**src/rtl/memory_unit.sv**
```systemverilog
// memory_unit
// Sequential Wishbone-classic bus master shared by the instruction fetch and
// data access paths of the pipelined core. Each step performs an optional data
// access (load or store) followed by one instruction fetch, then spends one
// cycle in DONE with mem_busy low so the pipeline can advance.
//
// Ports:
//   clock, reset      : clock and asynchronous active-high reset
//   inst_addr         : fetch address (PC), stable while mem_busy=1
//   inst              : registered fetched instruction word
//   data_rd_en        : load request for the coming step
//   data_wr_en        : store request for the coming step (wins over load)
//   data_byte_en      : byte lanes for the data access
//   data_addr         : data access address
//   data_wr_data      : store data
//   data_rd_data      : registered raw load data
//   mem_busy          : step in progress, pipeline must hold
//   bus_cyc, bus_stb  : Wishbone cycle / strobe
//   bus_we            : Wishbone write enable
//   bus_sel           : Wishbone byte select
//   bus_addr          : Wishbone address
//   bus_dat_w         : Wishbone write data
//   bus_dat_r         : Wishbone read data
//   bus_ack           : Wishbone acknowledge
module memory_unit #(
  parameter int DATA_SIZE = 32,
  parameter int BYTE_NUM  = DATA_SIZE / 8
) (
  input  logic                 clock,
  input  logic                 reset,
  input  logic [DATA_SIZE-1:0] inst_addr,
  output logic [31:0]          inst,
  input  logic                 data_rd_en,
  input  logic                 data_wr_en,
  input  logic [BYTE_NUM-1:0]  data_byte_en,
  input  logic [DATA_SIZE-1:0] data_addr,
  input  logic [DATA_SIZE-1:0] data_wr_data,
  output logic [DATA_SIZE-1:0] data_rd_data,
  output logic                 mem_busy,
  output logic                 bus_cyc,
  output logic                 bus_stb,
  output logic                 bus_we,
  output logic [BYTE_NUM-1:0]  bus_sel,
  output logic [DATA_SIZE-1:0] bus_addr,
  output logic [DATA_SIZE-1:0] bus_dat_w,
  input  logic [DATA_SIZE-1:0] bus_dat_r,
  input  logic                 bus_ack
);

  typedef enum logic [1:0] {
    S_DATA  = 2'd0,
    S_FETCH = 2'd1,
    S_DONE  = 2'd2
  } state_t;

  state_t                 r_state;
  state_t                 w_next_state;
  logic   [31:0]          r_inst;
  logic   [DATA_SIZE-1:0] r_data_rd_data;
  logic                   w_load_ack;
  logic                   w_fetch_ack;

  // A simultaneous load+store request is a store, so only a pure load captures.
  assign w_load_ack  = (r_state == S_DATA) && bus_ack && data_rd_en && !data_wr_en;
  assign w_fetch_ack = (r_state == S_FETCH) && bus_ack;

  // State register; reset restarts the step with a fetch.
  always_ff @(posedge clock or posedge reset) begin
    if (reset) begin
      r_state <= S_FETCH;
    end else begin
      r_state <= w_next_state;
    end
  end

  // Next-state logic: DATA -> FETCH -> DONE, with DONE sampling the new request.
  always_comb begin
    w_next_state = r_state;
    case (r_state)
      S_DATA: begin
        if (bus_ack) begin
          w_next_state = S_FETCH;
        end else begin
          w_next_state = S_DATA;
        end
      end
      S_FETCH: begin
        if (bus_ack) begin
          w_next_state = S_DONE;
        end else begin
          w_next_state = S_FETCH;
        end
      end
      S_DONE: begin
        if (data_rd_en || data_wr_en) begin
          w_next_state = S_DATA;
        end else begin
          w_next_state = S_FETCH;
        end
      end
      default: begin
        w_next_state = S_FETCH;
      end
    endcase
  end

  // Instruction capture register, loaded only on the fetch acknowledge.
  always_ff @(posedge clock or posedge reset) begin
    if (reset) begin
      r_inst <= 32'd0;
    end else if (w_fetch_ack) begin
      r_inst <= bus_dat_r[31:0];
    end else begin
      r_inst <= r_inst;
    end
  end

  // Load data capture register, loaded only on a load acknowledge.
  always_ff @(posedge clock or posedge reset) begin
    if (reset) begin
      r_data_rd_data <= '0;
    end else if (w_load_ack) begin
      r_data_rd_data <= bus_dat_r;
    end else begin
      r_data_rd_data <= r_data_rd_data;
    end
  end

  // Bus drive: steered by state; cyc/stb are held off while reset is asserted
  // so a reset mid-access drops the cycle without waiting for a clock edge.
  always_comb begin
    bus_cyc   = 1'b0;
    bus_stb   = 1'b0;
    bus_we    = 1'b0;
    bus_sel   = '0;
    bus_addr  = '0;
    bus_dat_w = '0;
    case (r_state)
      S_DATA: begin
        bus_cyc   = !reset;
        bus_stb   = !reset;
        bus_we    = data_wr_en;
        bus_sel   = data_byte_en;
        bus_addr  = data_addr;
        bus_dat_w = data_wr_data;
      end
      S_FETCH: begin
        bus_cyc   = !reset;
        bus_stb   = !reset;
        bus_we    = 1'b0;
        bus_sel   = {BYTE_NUM{1'b1}};
        bus_addr  = inst_addr;
        bus_dat_w = '0;
      end
      S_DONE: begin
        bus_cyc   = 1'b0;
        bus_stb   = 1'b0;
      end
      default: begin
        bus_cyc   = 1'b0;
        bus_stb   = 1'b0;
      end
    endcase
  end

  assign mem_busy     = (r_state != S_DONE);
  assign inst         = r_inst;
  assign data_rd_data = r_data_rd_data;

endmodule

```
**config.mk**
```make
export PLATFORM = sky130hd
export DESIGN_NAME = memory_unit
export DESIGN_NICKNAME = d
export VERILOG_FILES = /design/src/rtl/memory_unit.sv
export SDC_FILE = /design/constraint.sdc
export NUM_CORES = 1
export LEC_CHECK = 0
export CAP_MARGIN = 20
export CORE_AREA = 2 2 105 107
export CTS_BUF_LIST = sky130_fd_sc_hd__clkbuf_4 sky130_fd_sc_hd__clkbuf_8
export CTS_CLUSTER_DIAMETER = 200
export DETAILED_ROUTE_END_ITERATION = 16
export DIE_AREA = 0 0 107 109
export GPL_TIMING_DRIVEN = 0
export PLACE_DENSITY = 0.88
export SYNTH_ARGS = -nofsm -noshare
export SYNTH_HDL_FRONTEND = slang
export SYNTH_SLANG_ARGS = --single-unit
export TNS_END_PERCENT = 30
```
**constraint.sdc**
```tcl
create_clock -name clock -period 2.67 [get_ports clock]
set_input_delay 0.267 -clock clock [delete_from_list [all_inputs] [get_ports clock]]
set_output_delay 0.267 -clock clock [all_outputs]
set_load 0.02 [all_outputs]
```
==> impl_metrics.csv, run 1 <==
group,metric,value,unit
layout,fin_nets,687,
timing,drv_slew,0,
grt,grt_pass1_wl,17500,um
synthesis,syn_nets,404,
timing,setup-violations-final,0,
outcome,status,"finished clean",
layout,areaGrowthSynthToFinish,92.4,%
synthesis,synth_area_per_cell,12.7,um2
drt,wl_per_cell,17.0,um
hold_path,hp-class,"primary input to async pin",
clock_tree,cts_setup_buffers,0,
power,power_frac_seq,0.239,
drt,wl,11800,um
placed_design,place_hpwl,9530,um
clock_tree,cts_tree,"done",
power,ir_drop,0.609,mV
drt,num_vias,3127,
floorplanning,initial_core_util,0.320,
placed_design,gp_congestion,0.775,
floorplanning,die_h,109,um
clock_tree,insertion_delay,0.33,ns
synthesis,yosys.area.top_type_share,0.480,
setup_path,worstPathMaxFanout,10,
synthesis,ys.flop_type,"dfrtp_1",
drt,drt-initial-drc-count,117,
grt,grt_max_degree,37,
synthesis,synth_cell_type_count,19,
synthesis,netlist_area,3390,um2
layout,drive_gt1_frac,0.175,
setup_path,critPathCaptureType,"output pin",
power,power_density,1140,nW/um2
clock_tree,cts_made_buffers,9,
synthesis,synth_warnings,0,
clock_tree,root_buffer,"clkbuf_8",
setup_path,cp.arrival,2.24,ns
power,finalPower,0.00745,W
timing,worstMarginPinSlew,0.685,ns
floorplanning,die_w,107,um
drt,vias_per_cell,4.50,
power,leakage,2.77,nW
timing,period_needed,2.51,ns
drt,dr.pass1.iters,4,
grt,grt_pass1_vias,3401,
clock_tree,cts.htree.levels,3,
power,p_sw_frac,0.387,
setup_path,cp.required,2.40,ns
timing,worst_hold_slack,0.393,ns
grt,grt_remaining_overflow,0,
grt,grt_antenna_before_repair,0,
layout,instances_no_fill,695,
power,power_frac_clock,0.124,
timing,rsz0062_at_grt,"false",
timing,timing.fmax,399,MHz
clock_tree,clockBufferDepth,2,
floorplanning,ios,273,
timing,relSlewSlack,0.543,
layout,num_antenna_cells,0,
power,internal-power,0.00457,W
synthesis,synthArstFlopShare,1.00,
setup_path,critical_path_class,"register to output pin",
synthesis,postSynthCellCount,267,
placed_design,place_area,6310,um2
timing,hold_violations,0,
floorplanning,core_region_area,10600,um2
synthesis,synth_edf_count,0,
drt,ant_nets,0,
floorplanning,row_count,38,
clock_tree,cts_num_sinks,66,
synthesis,yosys.area.top_type,"dfrtp_1",
timing,finalClockSkew,0.00755,ns
floorplanning,dieArea,11700,um2
synthesis,netlist_top_cells_area,"dfrtp_1 48%, mux2_4 13%, mux2_2 11%",
run,drv_cap,0,
layout,finalInstanceArea,6530,um2
placed_design,io_buffer_count,272,
placed_design,dp_cells,680,
power,p_comb_frac,0.637,
grt,grt.total_usage,0.194,
setup_path,start_kind,"register",
synthesis,yosysMostFrequentCell,"dfrtp_1",
power,p_switching,0.00288,W
clock_tree,path_clk_slew,0.07,ns
setup_path,r2r_cells,4,
timing,fin_tns_setup,0,ns
timing,period_share,0.938,
synthesis,synth-seq-area-share,0.487,
drt,drc,0,
synthesis,synth_common_cells,"65 x dfrtp_1, 42 x nor2_1, 34 x mux2_2",
synthesis,ys_ff_latch,66,
-- final timing paths --
kind,from,to,slack (ns)
min in group clock,inst[19],inst[19],0.51
setup reg to reg,r_state[0],inst[21],0.99
setup / recovery,r_state[0],bus_addr[0],0.16
max in group asynchronous,reset,r_state[0],1.61
hold reg to reg,inst[19],inst[19],0.51
hold / removal,reset,inst[26],0.39
-- power by group through the flow --
stage	registers [W]	clock network (W)	logic [W]
after floorplan	0.00238	0	0.00190
after global placement	0.00177	0	0.00472
after detailed placement	0.00180	0	0.00478
after CTS	0.00178	0.000968	0.00481
after global routing	0.00184	0.00101	0.00500
final	0.00178	0.000925	0.00475
-- worst max-delay path, cell delays in order (launching register included) --
cell             delay, ns
dfstp_2               0.51
buf_2                 0.15
buf_2                 0.31
mux2i_1               0.30
nor2_1                0.07
clkdlybuf4s50_1       0.56
-- sequential cells by signal, summed over array words and instances (netlist names) --
| signal | count |
|---|---|
| r_state | 2 |
| data_rd_data | 32 |
| inst | 32 |
-- through the flow --
stage | util | setup slack, ns
after floorplan | - | 0.750
after global placement | 0.593 | -0.382
after detailed placement | 0.595 | 0.276
after CTS | 0.616 | 0.0103
after global routing | 0.615 | 0.0183
final | 0.615 | 0.165
-- cell usage in the layout (no fill, tap or decap), types with 4 or more instances in the layout --
master           synthesis  layout
buf_2                    7       6
dfrtp_1                 65      65
mux2i_1                 32      32
and2_1                  33      33
mux2_4                  30      30
clkdlybuf4s50_1          0     272
clkbuf_1                 7       7
clkbuf_8                 0       9
buf_12                   3       4
nor2_1                  42      42
mux2_2                  34      34
-- metal layers --
layer | share of wire | vias up | GRT usage
li1 | - | 1463 | -
met1 | 0.41 | 1501 | 0.244
met2 | 0.51 | 153 | 0.339
met3 | 0.069 | 10 | 0.0502
met4 | 0.0097 | 0 | 0.0408
met5 | 0 | - | 0
-- final cells by class --
class,instances,area (um2)
clock buffer,10,131
tap,140,175
inverter,2,7.51
multi-input combinational,178,1570
fill,802,4080
clock inverter,6,90.1
buffer,20,154
timing repair buffer,273,2740
sequential,66,1650
-- what timing repair did --
item                       CTS  global route
setup endpoints to repair   10            10
hold buffers                 0             0
gates resized for setup      1             0
-- cell families (layout without fill, tap and decap cells) --
logic type,after synthesis,count (layout),share of synthesized area
multiplexers,96,96,0.340
AND/OR/NAND/NOR,79,79,0.118
flip-flops,66,66,0.487
buffers and inverters,23,311,0.0491
AO/OA/AOI/OAI,2,2,0.00295
XOR/XNOR,1,1,0.00258
(Power assumes the default switching activity.)
==> inputs of run 2 (changes only) <==
CORE_AREA = unset   (was 2 2 105 107)
CORE_UTILIZATION = 31   (was unset)
DIE_AREA = unset   (was 0 0 107 109)
HOLD_SLACK_MARGIN = 0.15   (was unset)
PLACE_DENSITY = 0.89   (was 0.88)
RECOVER_POWER = 25   (was unset)
clock period = 2 ns   (was 2.67 ns; I/O delays follow)
==> run 2 against run 1 <==
Effect of this change:
- critical path depth is the same
- combinational power grew 29%
- worst setup slack lost 0.14 ns
- register-to-register slack lost 0.64 ns
- non-clock buffer count grew 1
- sequential share of layout area grew 0.44 points
- clock skew shrank 0.0010 ns
- first-iteration DRC count shrank 28%
- clock-buffer cell count is the same
- cell area shrank 1.7%
- critical path type unchanged
- critical endpoint is now bus_addr[14]
==> impl_metrics.csv, run 2 (synthesis gave the netlist of run 1 again) <==
group,metric,value,unit
clock_tree,cts_made_buffers,9,
timing,drv_slew,0,
grt,grt_pass1_wl,18000,um
power,p_comb_frac,0.626,
clock_tree,path_clk_slew,0.07,ns
grt,grt_remaining_overflow,0,
setup_path,worstPathMaxFanout,10,
setup_path,cp.required,1.80,ns
timing,worstMarginPinSlew,1.19,ns
hold_path,hp-class,"primary input to register",
placed_design,place_area,6300,um2
floorplanning,row_count,37,
run,drv_cap,0,
layout,final_cell_mix,"199 x clkdlybuf4s50_1, 65 x dfrtp_1, 42 x nor2_1",
floorplanning,core_region_area,10500,um2
floorplanning,die_h,107,um
floorplanning,dieArea,11400,um2
setup_path,cpMostUsedCell,"buf_12",
floorplanning,die_w,107,um
timing,timing.fmax,507,MHz
power,p_switching,0.00391,W
grt,grt.total_usage,0.209,
placed_design,io_buffer_count,272,
power,ir_drop,0.682,mV
setup_path,critPathMaxStageDelay,0.62,ns
drt,ant_nets,0,
clock_tree,insertion_delay,0.33,ns
floorplanning,initial_core_util,0.324,
power,power_frac_seq,0.247,
setup_path,critical_path_class,"register to output pin",
placed_design,place_ws,-0.326,ns
clock_tree,cts_num_sinks,66,
layout,final_common_cell,"clkdlybuf4s50_1",
timing,period_share,0.987,
floorplanning,ios,273,
power,leakage,2.90,nW
timing,period_needed,1.97,ns
power,power_density,1520,nW/um2
grt,grt_antenna_before_repair,0,
layout,finalInstanceArea,6410,um2
drt,drc,0,
drt,dr.pass1.iters,4,
drt,drt-initial-drc-count,84,
setup_path,critPathCaptureType,"output pin",
clock_tree,clockBufferDepth,2,
power,internal-power,0.00586,W
drt,wl_per_cell,17.0,um
setup_path,cp.arrival,1.77,ns
timing,fin_tns_setup,0,ns
placed_design,place_hpwl,9630,um
power,p_sw_frac,0.400,
layout,drive_gt1_frac,0.250,
grt,grt_pass1_vias,3447,
timing,hold_violations,0,
timing,setup_ws,0.0266,ns
setup_path,cp_cell_sequence,"buf_12 > buf_12 > mux2i_4 > nor2_1 > buf_4",
hold_path,hold_start,"bus_dat_r[14]",
clock_tree,root_buffer,"clkbuf_8",
clock_tree,cts_tree,"done",
setup_path,start_kind,"register",
layout,fin_nets,688,
setup_path,crit_path_start,"r_state[0]",
drt,wl,11800,um
grt,grt_max_degree,37,
layout,num_antenna_cells,0,
drt,num_vias,3174,
timing,relSlewSlack,0.204,
power,power_frac_clock,0.126,
clock_tree,cts.htree.levels,3,
drt,vias_per_cell,4.59,
layout,areaGrowthSynthToFinish,89.2,%
placed_design,gp_congestion,0.882,
timing,finalClockSkew,0.00652,ns
outcome,status,"finished clean",
power,finalPower,0.00977,W
timing,setup-violations-final,0,
setup_path,crit_slowest_cell,"dfstp_2",
timing,rsz0062_at_grt,"true",
setup_path,critical_path.reg2reg.startpoint,"r_state[1]",
[run 2: changes by cell type in the layout (fill, tap and decap cells not counted), moves of 2 or more]
cell | previous run | this run
clkbuf_2 | 0 | 12
buf_4 | 2 | 6
mux2i_1 | 32 | 26
buf_2 | 6 | 22
mux2i_2 | 0 | 5
clkbuf_1 | 7 | 3
clkdlybuf4s50_1 | 272 | 199
clkbuf_4 | 1 | 3
dlygate4sd2_1 | 0 | 28
clkdlybuf4s15_1 | 0 | 11
[run 2: critical path: cells and delay by family, from the launching register on]
kind          cells  cell delay, ns
simple gates      1            0.08
buf+inv           3            0.51
flops             1            0.62
mux               1            0.22
[run 2: repair_timing]
action / in CTS / in global routing
hold buffers: 0 / 0
buffers inserted: 1 / 0
setup endpoints to repair: 71 / 49
resized for setup: 143 / 52
[run 2: area by class of cell]
cell class,instances,area (um2)
Sequential cell,66,1650
Clock inverter,6,88.8
Inverter,2,7.51
Multi-Input combinational cell,178,1600
Clock buffer,10,131
Buffer,20,208
Timing Repair Buffer,274,2550
Fill cell,865,4050
Tap cell,136,170
[run 2: power groups by stage]
stage | logic (W) | clock network, W | registers, W
after floorplan | 0.00254 | 0 | 0.00318
after global placement | 0.00629 | 0 | 0.00236
after detailed placement | 0.00640 | 0 | 0.00240
after CTS | 0.00613 | 0.00128 | 0.00242
after global routing | 0.00645 | 0.00134 | 0.00250
final | 0.00612 | 0.00124 | 0.00241
[run 2: per-stage QoR]
stage | cells | hold WS [ns] | utilization
3_5_place_dp | 676 | 0.493 | 0.602
4_1_cts | 692 | 0.347 | 0.615
5_1_grt | 692 | 0.493 | 0.613
3_3_place_gp | 675 | 0.489 | 0.601
2_1_floorplan | 267 | 0.348 | -
6_report | 692 | 0.504 | 0.613
[run 2: path summary, 6_finish.rpt]
path | end | slack, ns | cells past startpoint
worst max-delay path | bus_addr[14] | 0.03 | 5
worst min-delay path | data_rd_data[14] | 0.50 | 2
worst max register to register | data_rd_data[1] | 0.35 | 6
worst min register to register | inst[25] | 0.51 | 1
max in group asynchronous | r_state[0] | 0.25 | 3
min in group asynchronous | inst[1] | 0.66 | 2
[run 2: metal layers]
metal	GRT usage	wire (um)	vias up
li1	-	-	1463
met1	0.226	4360	1527
met2	0.384	6230	165
met3	0.0711	979	19
met4	0.0616	206	0
met5	0	0	-
==> inputs of run 3 (changes only) <==
CELL_PAD_IN_SITES_DETAIL_PLACEMENT = 2   (was unset)
CELL_PAD_IN_SITES_GLOBAL_PLACEMENT = 2   (was unset)
CORE_UTILIZATION = 17   (was 31)
PLACE_DENSITY = 0.88   (was 0.89)
==> run 3 against run 2 <==
Effect of this change:
- critical path depth did not move
- die area rose by 81%
- clock power fell by 19%
- global-route usage fell by 7.2 points
- clock skew fell by 0.0029 ns
- critical endpoint is now bus_addr[6]
- highest routed layer unchanged
==> impl_metrics.csv, run 3 (synthesis gave the netlist of run 1 again) <==
group,metric,value,unit
outcome,status,"finished clean",
drt,num_vias,3240,
setup_path,critPathBufInv,3,
setup_path,critical_path.endpoint,"bus_addr[6]",
drt,vias_per_cell,3.94,
hold_path,hp-class,"primary input to register",
timing,relSlewSlack,0.0313,
layout,fill_cells,2128,
timing,fin_tns_setup,0,ns
clock_tree,path_clk_slew,0.07,ns
floorplanning,core_region_area,19500,um2
setup_path,critical_path_class,"register to output pin",
clock_tree,insertion_delay,0.35,ns
setup_path,critical_path.reg2reg.startpoint,"r_state[0]",
clock_tree,clockBufferDepth,2,
grt,grt_max_degree,67,
grt,grtUsageMet1,0.126,
drt,wl_per_cell,17.4,um
power,power_frac_clock,0.102,
clock_tree,cts_made_buffers,9,
timing,period_share,0.989,
layout,finalInstanceArea,6560,um2
hold_path,holdPathStages,2,
placed_design,io_buffer_count,272,
floorplanning,row_count,51,
timing,finalClockSkew,0.00364,ns
layout,num_antenna_cells,0,
setup_path,cpMostUsedCell,"buf_4",
setup_path,cp.required,1.80,ns
clock_tree,cts_hold_buf,0,
layout,areaGrowthSynthToFinish,93.6,%
floorplanning,die_h,143,um
layout,final_common_cell,"clkdlybuf4s50_1",
setup_path,critPathMaxStageDelay,0.64,ns
grt,grt.total_usage,0.138,
clock_tree,cts_num_sinks,66,
grt,use_met2,0.274,
timing,worstMarginPinSlew,1.45,ns
drt,ant_nets,0,
setup_path,r2r_setup_slack,0.25,ns
placed_design,place_area,6450,um2
power,p_sw_frac,0.418,
timing,setup_ws,0.0224,ns
setup_path,path_depth,5,
grt,grt_pass1_vias,3814,
power,internal-power,0.00573,W
setup_path,crit_slowest_cell,"dfstp_2",
layout,final_cell_mix,"199 x clkdlybuf4s50_1, 65 x dfrtp_1, 41 x nor2_1",
layout,drive_gt1_frac,0.271,
setup_path,cp_cell_sequence,"buf_4 > buf_12 > mux2i_4 > nor2_1 > buf_4",
setup_path,r2r_cells,3,
setup_path,cp.arrival,1.78,ns
power,p_switching,0.00411,W
floorplanning,initial_core_util,0.174,
timing,hold_violations,0,
timing,period_needed,1.98,ns
layout,fin_nets,690,
run,drv_cap,0,
power,power_frac_seq,0.248,
timing,rsz0062_at_grt,"true",
grt,grt_remaining_overflow,0,
timing,timing.fmax,506,MHz
placed_design,place_hpwl,11600,um
power,p_comb_frac,0.649,
drt,drt-initial-drc-count,37,
power,ir_drop,0.414,mV
grt,grt_pass1_wl,21000,um
setup_path,worstPathMaxFanout,10,
placed_design,place_ws,-0.358,ns
clock_tree,root_buffer,"clkbuf_8",
setup_path,critPathCaptureType,"output pin",
drt,wl,14300,um
layout,instances_no_fill,822,
setup_path,r2r-end,"inst[23]",
clock_tree,cts.htree.levels,3,
power,power_density,1500,nW/um2
setup_path,cp_top_family,"flip-flops",
timing,drv_slew,0,
grt,grt_antenna_before_repair,0,
power,leakage,2.88,nW
grt,use_met3,0.0436,
floorplanning,dieArea,20500,um2
floorplanning,ios,273,
floorplanning,die_w,143,um
drt,dr.pass1.iters,4,
timing,setup-violations-final,0,
placed_design,dp_cells,804,
setup_path,crit_path_start,"r_state[0]",
drt,drc,0,
clock_tree,cts_tree,"done",
grt,grt_most_used_layer,"met2",
placed_design,gp_congestion,0.776,
setup_path,start_kind,"register",
## run 3: power groups by stage
stage / clock network [W] / logic [W] / registers [W]
6_report: 0.00101 / 0.00639 / 0.00244
2_1_floorplan: 0 / 0.00254 / 0.00318
3_5_place_dp: 0 / 0.00656 / 0.00245
4_1_cts: 0.00107 / 0.00633 / 0.00246
5_1_grt: 0.00111 / 0.00674 / 0.00253
3_3_place_gp: 0 / 0.00636 / 0.00236
## run 3: worst register-to-register path, cell delays in order (launching register included)
cell,delay [ns]
dfstp_2,0.64
nand3b_1,0.34
buf_2,0.35
mux2_2,0.31
## run 3: per-stage QoR
step           power, W  hold slack (ns)   util
2_1_floorplan   0.00572            0.348      -
3_3_place_gp    0.00872            0.488  0.330
3_5_place_dp    0.00900            0.495  0.330
4_1_cts         0.00986            0.443  0.334
5_1_grt          0.0104            0.475  0.336
6_report        0.00984            0.487  0.336
## run 3: what timing repair did
action | 4_1_cts | 5_1_grt
resized for setup | 182 | 47
endpoints found under the setup margin | 72 | 43
gates cloned | 0 | 1
setup buffers | 2 | 1
## run 3: worst min-delay path by stage
stage	startpoint	end	slack [ns]
floorplan	bus_dat_r[0]	data_rd_data[0]	0.35
global placement	inst[25]	inst[25]	0.49
detailed placement	data_rd_data[26]	data_rd_data[26]	0.50
CTS	reset	r_state[1]	0.44
global route	bus_dat_r[30]	data_rd_data[30]	0.47
finish	bus_dat_r[11]	data_rd_data[11]	0.49
## run 3: layout make-up
type	count	area [um2]	area share
clock buffers	10	138	0.0210
flip-flops and latches	66	1650	0.252
repair buffers	276	2580	0.393
multi-input cells	178	1610	0.245
well taps	265	332	0.0505
plain buffers	20	218	0.0332
clock inverters	5	31.3	0.00477
inverters	2	7.51	0.00114
## run 3: layer usage
layer / wire [um] / share of wire
met2: 8030 / 0.56
met4: 351 / 0.025
met3: 1080 / 0.076
met1: 4840 / 0.34
met5: 0 / 0
